File: src/rtl/f_pc_pkg.sv
// Shared constants and state encodings for the fetch-stage PC unit.
package f_pc_pkg;

   localparam int unsigned PC_STEP = 4;

   localparam logic [31:0] DEF_RESET_VEC = 32'h0000_3000;
   localparam logic [31:0] DEF_EXC_VEC   = 32'h0000_4180;
   localparam logic [31:0] DEF_IM_LO     = 32'h0000_3000;
   localparam logic [31:0] DEF_IM_HI     = 32'h0000_6FFC;

   typedef enum logic {
      IDLE = 1'b0,
      PEND = 1'b1
   } redir_state_e;

endpackage

File: src/rtl/f_pc_redir_buf.sv
// Holds a branch redirect that arrives during a stall until the stall releases.
module f_pc_redir_buf
   import f_pc_pkg::*;
#(
   parameter int unsigned WIDTH = 32
) (
   input  logic             clk,
   input  logic             rst,
   input  logic             stall,
   input  logic             br_valid,
   input  logic [WIDTH-1:0] br_target,
   input  logic             flush,
   output logic             pend_valid,
   output logic [WIDTH-1:0] pend_addr
);

   redir_state_e state, state_next;
   logic [WIDTH-1:0] addr_next;

   // State and held-address registers.
   always_ff @(posedge clk) begin
      if (rst) begin
         state     <= IDLE;
         pend_addr <= '0;
      end else begin
         state     <= state_next;
         pend_addr <= addr_next;
      end
   end

   // Flush drops the held redirect; a stalled branch captures (or overwrites) it;
   // any unstalled edge consumes or supersedes it.
   always_comb begin
      state_next = state;
      addr_next  = pend_addr;
      if (flush) begin
         state_next = IDLE;
      end else if (stall) begin
         if (br_valid) begin
            state_next = PEND;
            addr_next  = br_target;
         end
      end else begin
         state_next = IDLE;
      end
   end

   assign pend_valid = (state == PEND);

endmodule

File: src/rtl/f_pc_unit.sv
// Fetch-stage program counter with reset vector, exception entry, eret return,
// stall-tolerant branch redirect and fetch address error detection.
// Optional macro F_PC_PERF_EN adds stall_cnt/redir_cnt performance counters.
module f_pc_unit
   import f_pc_pkg::*;
#(
   parameter int unsigned      WIDTH     = 32,
   parameter logic [WIDTH-1:0] RESET_VEC = WIDTH'(DEF_RESET_VEC),
   parameter logic [WIDTH-1:0] EXC_VEC   = WIDTH'(DEF_EXC_VEC),
   parameter logic [WIDTH-1:0] IM_LO     = WIDTH'(DEF_IM_LO),
   parameter logic [WIDTH-1:0] IM_HI     = WIDTH'(DEF_IM_HI)
) (
   input  logic             clk,
   input  logic             rst,
   input  logic             stall,
   input  logic             br_valid,
   input  logic [WIDTH-1:0] br_target,
   input  logic             exc_req,
   input  logic             eret_req,
   input  logic [WIDTH-1:0] epc,
   output logic [WIDTH-1:0] pc,
   output logic [WIDTH-1:0] pc_plus4,
   output logic             fetch_adel,
   output logic             redir_pending
`ifdef F_PC_PERF_EN
   ,
   output logic [31:0]      stall_cnt,
   output logic [31:0]      redir_cnt
`endif
);

   logic             pend_valid;
   logic [WIDTH-1:0] pend_addr;
   logic [WIDTH-1:0] pc_next;
   logic             redir_load;

   f_pc_redir_buf #(.WIDTH(WIDTH)) u_redir_buf (
      .clk        (clk),
      .rst        (rst),
      .stall      (stall),
      .br_valid   (br_valid),
      .br_target  (br_target),
      .flush      (exc_req | eret_req),
      .pend_valid (pend_valid),
      .pend_addr  (pend_addr)
   );

   assign pc_plus4      = pc + WIDTH'(PC_STEP);
   assign redir_pending = pend_valid;
   assign fetch_adel    = (pc[1:0] != 2'b00) || (pc < IM_LO) || (pc > IM_HI);

   // Next-PC priority mux: exception, eret, stall hold, live branch, held branch, step.
   always_comb begin
      pc_next    = pc_plus4;
      redir_load = 1'b0;
      if (exc_req) begin
         pc_next    = EXC_VEC;
         redir_load = 1'b1;
      end else if (eret_req) begin
         pc_next    = epc;
         redir_load = 1'b1;
      end else if (stall) begin
         pc_next    = pc;
      end else if (br_valid) begin
         pc_next    = br_target;
         redir_load = 1'b1;
      end else if (pend_valid) begin
         pc_next    = pend_addr;
         redir_load = 1'b1;
      end
   end

   // PC register.
   always_ff @(posedge clk) begin
      if (rst) pc <= RESET_VEC;
      else     pc <= pc_next;
   end

`ifdef F_PC_PERF_EN
   // Stall and redirect event counters, free-running with wrap.
   always_ff @(posedge clk) begin
      if (rst) begin
         stall_cnt <= '0;
         redir_cnt <= '0;
      end else begin
         if (stall && !exc_req && !eret_req) stall_cnt <= stall_cnt + 32'd1;
         if (redir_load)                     redir_cnt <= redir_cnt + 32'd1;
      end
   end
`else
   logic unused_redir_load;
   assign unused_redir_load = redir_load;
`endif

endmodule

File: config.mk
export PLATFORM = sky130hd
export DESIGN_NAME = f_pc_unit
export DESIGN_NICKNAME = d
export VERILOG_FILES = /design/src/rtl/f_pc_pkg.sv /design/src/rtl/f_pc_redir_buf.sv /design/src/rtl/f_pc_unit.sv
export SDC_FILE = /design/constraint.sdc
export NUM_CORES = 1
export LEC_CHECK = 0
export CAP_MARGIN = 10
export CELL_PAD_IN_SITES_DETAIL_PLACEMENT = 0
export CELL_PAD_IN_SITES_GLOBAL_PLACEMENT = 1
export CORE_AREA = 2 2 120 122
export DETAILED_ROUTE_END_ITERATION = 10
export DIE_AREA = 0 0 122 124
export PLACE_DENSITY = 0.79
export SYNTH_ARGS = -nofsm -noshare
export SYNTH_HDL_FRONTEND = slang
export SYNTH_SLANG_ARGS = --single-unit
File: constraint.sdc
create_clock -name clk -period 3.02 [get_ports clk]
set_input_delay 0.604 -clock clk [delete_from_list [all_inputs] [get_ports clk]]
set_output_delay 0.604 -clock clk [all_outputs]
set_load 0.02 [all_outputs]
Word-level counts from Yosys, hierarchy flattened
Cells that the tools add are included.
- add/subtract/negate cells: 1
- order comparisons: 2
- equality and inequality tests: 2
- mux-type cells: 5
- bitwise gates (word level): 3
- reduce and logical (&&, ||, !) cells: 6
- operator list (kind ; count):
    two-way mux 32 bit ; 4
    adder 32 x 3 -> 32 bit, second input constant ; 1
    greater-than comparator 32 x 15 -> 1 bit, second input constant ; 1
    < comparator 32 x 14 -> 1 bit, second input constant ; 1
    two-way mux 15 bit ; 1
    != test 3 x 1 -> 1 bit, second input constant ; 1
    AND reduction 3 bit ; 1
    OR reduction 3 bit ; 1
    logical OR 1 bit ; 2
    != test 2 x 1 -> 1 bit, second input constant ; 1
    inverter 1 bit ; 2
    nonzero test 2 bit ; 1
    OR reduction 2 bit ; 1
    bitwise OR 1 bit ; 1
- bits in registers: 65
- word-level logic and storage cells: 23

Depth between registers and ports, before layout
- word-level depth: 6
- depth in mapped cells: 8

Modules after synthesis
Synthesis repeated with hierarchy kept, for this count alone.
- cells, all modules: 530
- area, all modules: 4449.3 µm²
- modules (own cells, without submodules) (module ; times used ; cells each ; area each (µm²)):
    f_pc_unit ; 1 ; 387 ; 2947.8
    f_pc_redir_buf ; 1 ; 143 ; 1501.4

Least setup slack after synthesis
Ideal clock, no wire load.
- path type: flip-flop to output port
- start point: register pc[4]
- end point: output port pc_plus4[29]
- arrival time: 1960 ps
- setup slack: 456 ps
- cell stages (with the launch flop): 7
- path buffers: 2
- path through: dfxtp_1 buf_4 nand3_1 nor4_1 buf_2 nand3_1 xnor2_1
- word-level cells in the longest chain between the ends: 1
- RTL lines (element ; line ; text):
    start: declaration ; f_pc_unit.sv:21 ; output logic [WIDTH-1:0] pc,
    start signal: assignment ; f_pc_unit.sv:76 ; else pc <= pc_next;
    adder 32 x 3 -> 32 bit ; f_pc_unit.sv:48 ; assign pc_plus4 = pc + WIDTH'(PC_STEP);
    end: declaration ; f_pc_unit.sv:22 ; output logic [WIDTH-1:0] pc_plus4,
No other way between the ends.

Worst setup path in the final report
- start point: register pc[3]
- end point: output port pc_plus4[10]
The elaborated chain is that of the path after synthesis.

==> impl_metrics.yaml <==
grt:
  grt_pass1_wl_um: 24600
  grt.busiest_layer: "met2"
  grt_pass1_vias: 4358
  grt_max_degree: 43
  met2_usage_pct: 33.3
  antenna_found_initial: 0
  grt_use_met3_pct: 3.85
  groute.usage.overall_pct: 21.4
  use_met1_pct: 29.5
  grt-ovfl-total: 0
cells_and_area:
  n_fill_cell: 1372
  antenna_cells: 0
  multi_input_area_um2: 2500
  fin_area_um2: 6170
  seqCellArea_um2: 1310
  syn2layout_area_growth_pct: 52.0
  drive_gt1_share_pct: 12.8
  fin_nets: 763
detailed_routing:
  viasPerCell: 5.35
  drcViolationCount: 0
  wl_um: 16300
  ant_nets: 0
  firstDrtPassIters: 5
  vias: 4691
  wl_per_cell_um: 18.6
  drtIter0Drc: 400
cts:
  cts_buffers: 9
  clockRootBuffer: "clkbuf_16"
  ctsHtreeMaxLevel: 3
  cts_tree: "built"
  clkSinkCount: 65
  clock_path_buffers: 2
  clkTransAtPathRegs_ns: 0.06
  clk_latency_ns: 0.34
critical_path:
  cp.required_ns: 2.42
  cp-start-kind: "flip-flop"
  arrival_ns: 2.26
  worstSetupPathType: "flip-flop to output pin"
  critPathMaxStageDelay_ns: 0.63
  endpoint_kind: "output pin"
  slowest_stage: "clkdlybuf4s50_1"
  crit_chain: "ha_1 -> and3_1 -> nand3_4 -> buf_4 -> xnor2_1 -> clkdlybuf4s50_1"
  crit_fanout: 4
power_and_ir_drop:
  clock_power_share_pct: 47.5
  seqPwrFrac_pct: 32.9
  leakage_nw: 2.43
  combPwrFrac_pct: 19.6
  p_total_mw: 2.82
  p_sw_share_pct: 25.8
  peakVddDrop_mv: 0.249
  p_int_mw: 2.09
  power_density_nw_per_um2: 457
  p_sw_uw: 728
synthesis:
  yosysMostFrequentCell: "nand2_1"
  synth_flop_cell: "dfxtp_1"
  synth-edff-count: 0
  async_reset_ff_share_pct: 0
  ys_warn_count: 0
  synthTopCellsByArea: "dfxtp_1, nand2_1, a21oi_1, xnor2_1, clkbuf_1"
  synth.cell_area_um2: 4060
  avgSynthCellArea_um2: 7.38
  ys_seq_elements: 65
  synth_top_area_cell: "dfxtp_1"
  synthesis.nets: 621
  synthCells: 550
  ys_top_cells_by_count: "nand2_1, dfxtp_1, a21oi_1"
  synth-seq-area-share_pct: 32.1
  yosysTopAreaCellShare_pct: 32.1
  netlist-cell-type-count: 65
sta:
  slew_violations: 0
  setup_tns_ns: 0
  worst_pin_slew_ns: 0.649
  min_period_over_period_pct: 94.8
  max_freq_mhz: 349
  finClkSkew_ns: 0.00414
  setup_viol: 0
  rsz0062_at_grt: "no"
  setup_slack_ns: 0.157
  min_period_ns: 2.86
  slew_headroom_pct: 56.6
  finalHoldViolCount: 0
floorplan:
  die_h_um: 124
  start_util_pct: 29.6
  die_area_um2: 15100
  core_area_um2: 13700
  die_w_um: 122
  ioPinCount: 136
  rows: 43
place:
  place_area_um2: 5720
  portBuffers: 135
  dp_hpwl_um: 12000
  place.gp.congestion: 0.893
  pre_cts_slack_ns: 0.0821
status:
  status: "finished, final reports clean"
hold_path:
  min_path_type: "flip-flop to flip-flop"
flow_run:
  drv_cap: 0
==> final timing paths <==
| check | from | endpoint | slack, ns | cells after the start |
|---|---|---|---|---|
| max | pc[3] | pc_plus4[10] | 0.16 | 6 |
| min reg2reg | u_redir_buf.pend_addr[24] | u_redir_buf.pend_addr[24] | 0.45 | 2 |
| min | u_redir_buf.pend_addr[24] | u_redir_buf.pend_addr[24] | 0.45 | 2 |
| max reg2reg | u_redir_buf.pend_valid | pc[12] | 1.01 | 6 |
==> worst max-delay path, delay by kind of cell, from the launching register on <==
family        cells  cell delay, ns
buf+inv           2            0.81
simple gates      2            0.41
flops             1            0.33
fa+ha+maj         1            0.23
xor+xnor          1            0.14
==> final cells by class <==
type | instances | area share (%)
Multi-Input combinational cell | 419 | 40.5
Timing Repair Buffer | 179 | 27.5
Sequential cell | 65 | 21.2
Clock buffer | 11 | 4.10
Tap cell | 180 | 3.65
Clock inverter | 5 | 2.03
Inverter | 18 | 1.10
==> logic make-up after synthesis <==
group / Yosys count / synth area share [%]
AOI/OAI and AO/OA: 171 / 27.5
xor gates and xnor gates: 26 / 5.61
adders and majority gates: 1 / 0.308
buffers and inverters: 66 / 7.49
DFF: 65 / 32.1
muxes: 4 / 0.987
and+or+nand+nor: 217 / 26.0
==> metal layers <==
layer / wire length (µm) / vias up
met5: 0 / -
met4: 313 / 0
met3: 1220 / 19
met2: 7540 / 203
met1: 7240 / 2205
li1: - / 2264
==> cell usage in the layout (no fill, tap or decap), drive strengths merged, types with 6 or more instances in the layout <==
master	instances
dlygate4sd2	8
a31oi	11
clkdlybuf4s50	114
xnor2	18
dfxtp	65
nor4	11
a211oi	7
nand2	105
or2	6
clkbuf	13
inv	17
and3	8
a221oi	10
buf	45
o31ai	7
nor3	6
nor2	31
xor2	8
nand4	8
o21ai	27
a21oi	60
dlymetal6s2s	10
nand3	14
==> repair_timing <==
item / in CTS / in global routing
resized for setup: 15 / 21
hold buffers: 0 / 0
endpoints found under the hold margin: 0 / 0
setup endpoints to repair: 15 / 13
pin swaps: 0 / 1
buffers inserted: 2 / 0
==> flip-flops by register name, summed over array words and instances, names as in the netlist, named ones only <==
register,count
u_redir_buf.pend_addr,32
pc,30
u_redir_buf.pend_valid,1
==> per-stage QoR <==
| step | hold slack, ns | cells | util (%) |
|---|---|---|---|
| 6_report | 0.454 | 877 | 45.0 |
| 5_1_grt | 0.471 | 877 | 45.0 |
| 4_1_cts | 0.455 | 877 | 44.6 |
| 3_5_place_dp | 0.447 | 859 | 41.7 |
| 3_3_place_gp | 0.441 | 859 | 41.7 |
| 2_1_floorplan | 0.432 | 550 | - |
==> power by group through the flow <==
stage | combinational, mW | sequential (mW) | clock, mW
after floorplan | 0.233 | 0.971 | 0
after global placement | 0.555 | 0.941 | 0
after detailed placement | 0.556 | 0.943 | 0
after CTS | 0.554 | 0.925 | 1.35
after global routing | 0.593 | 0.931 | 1.39
final | 0.553 | 0.926 | 1.34
No activity file was read; power rests on OpenSTA's default activity.
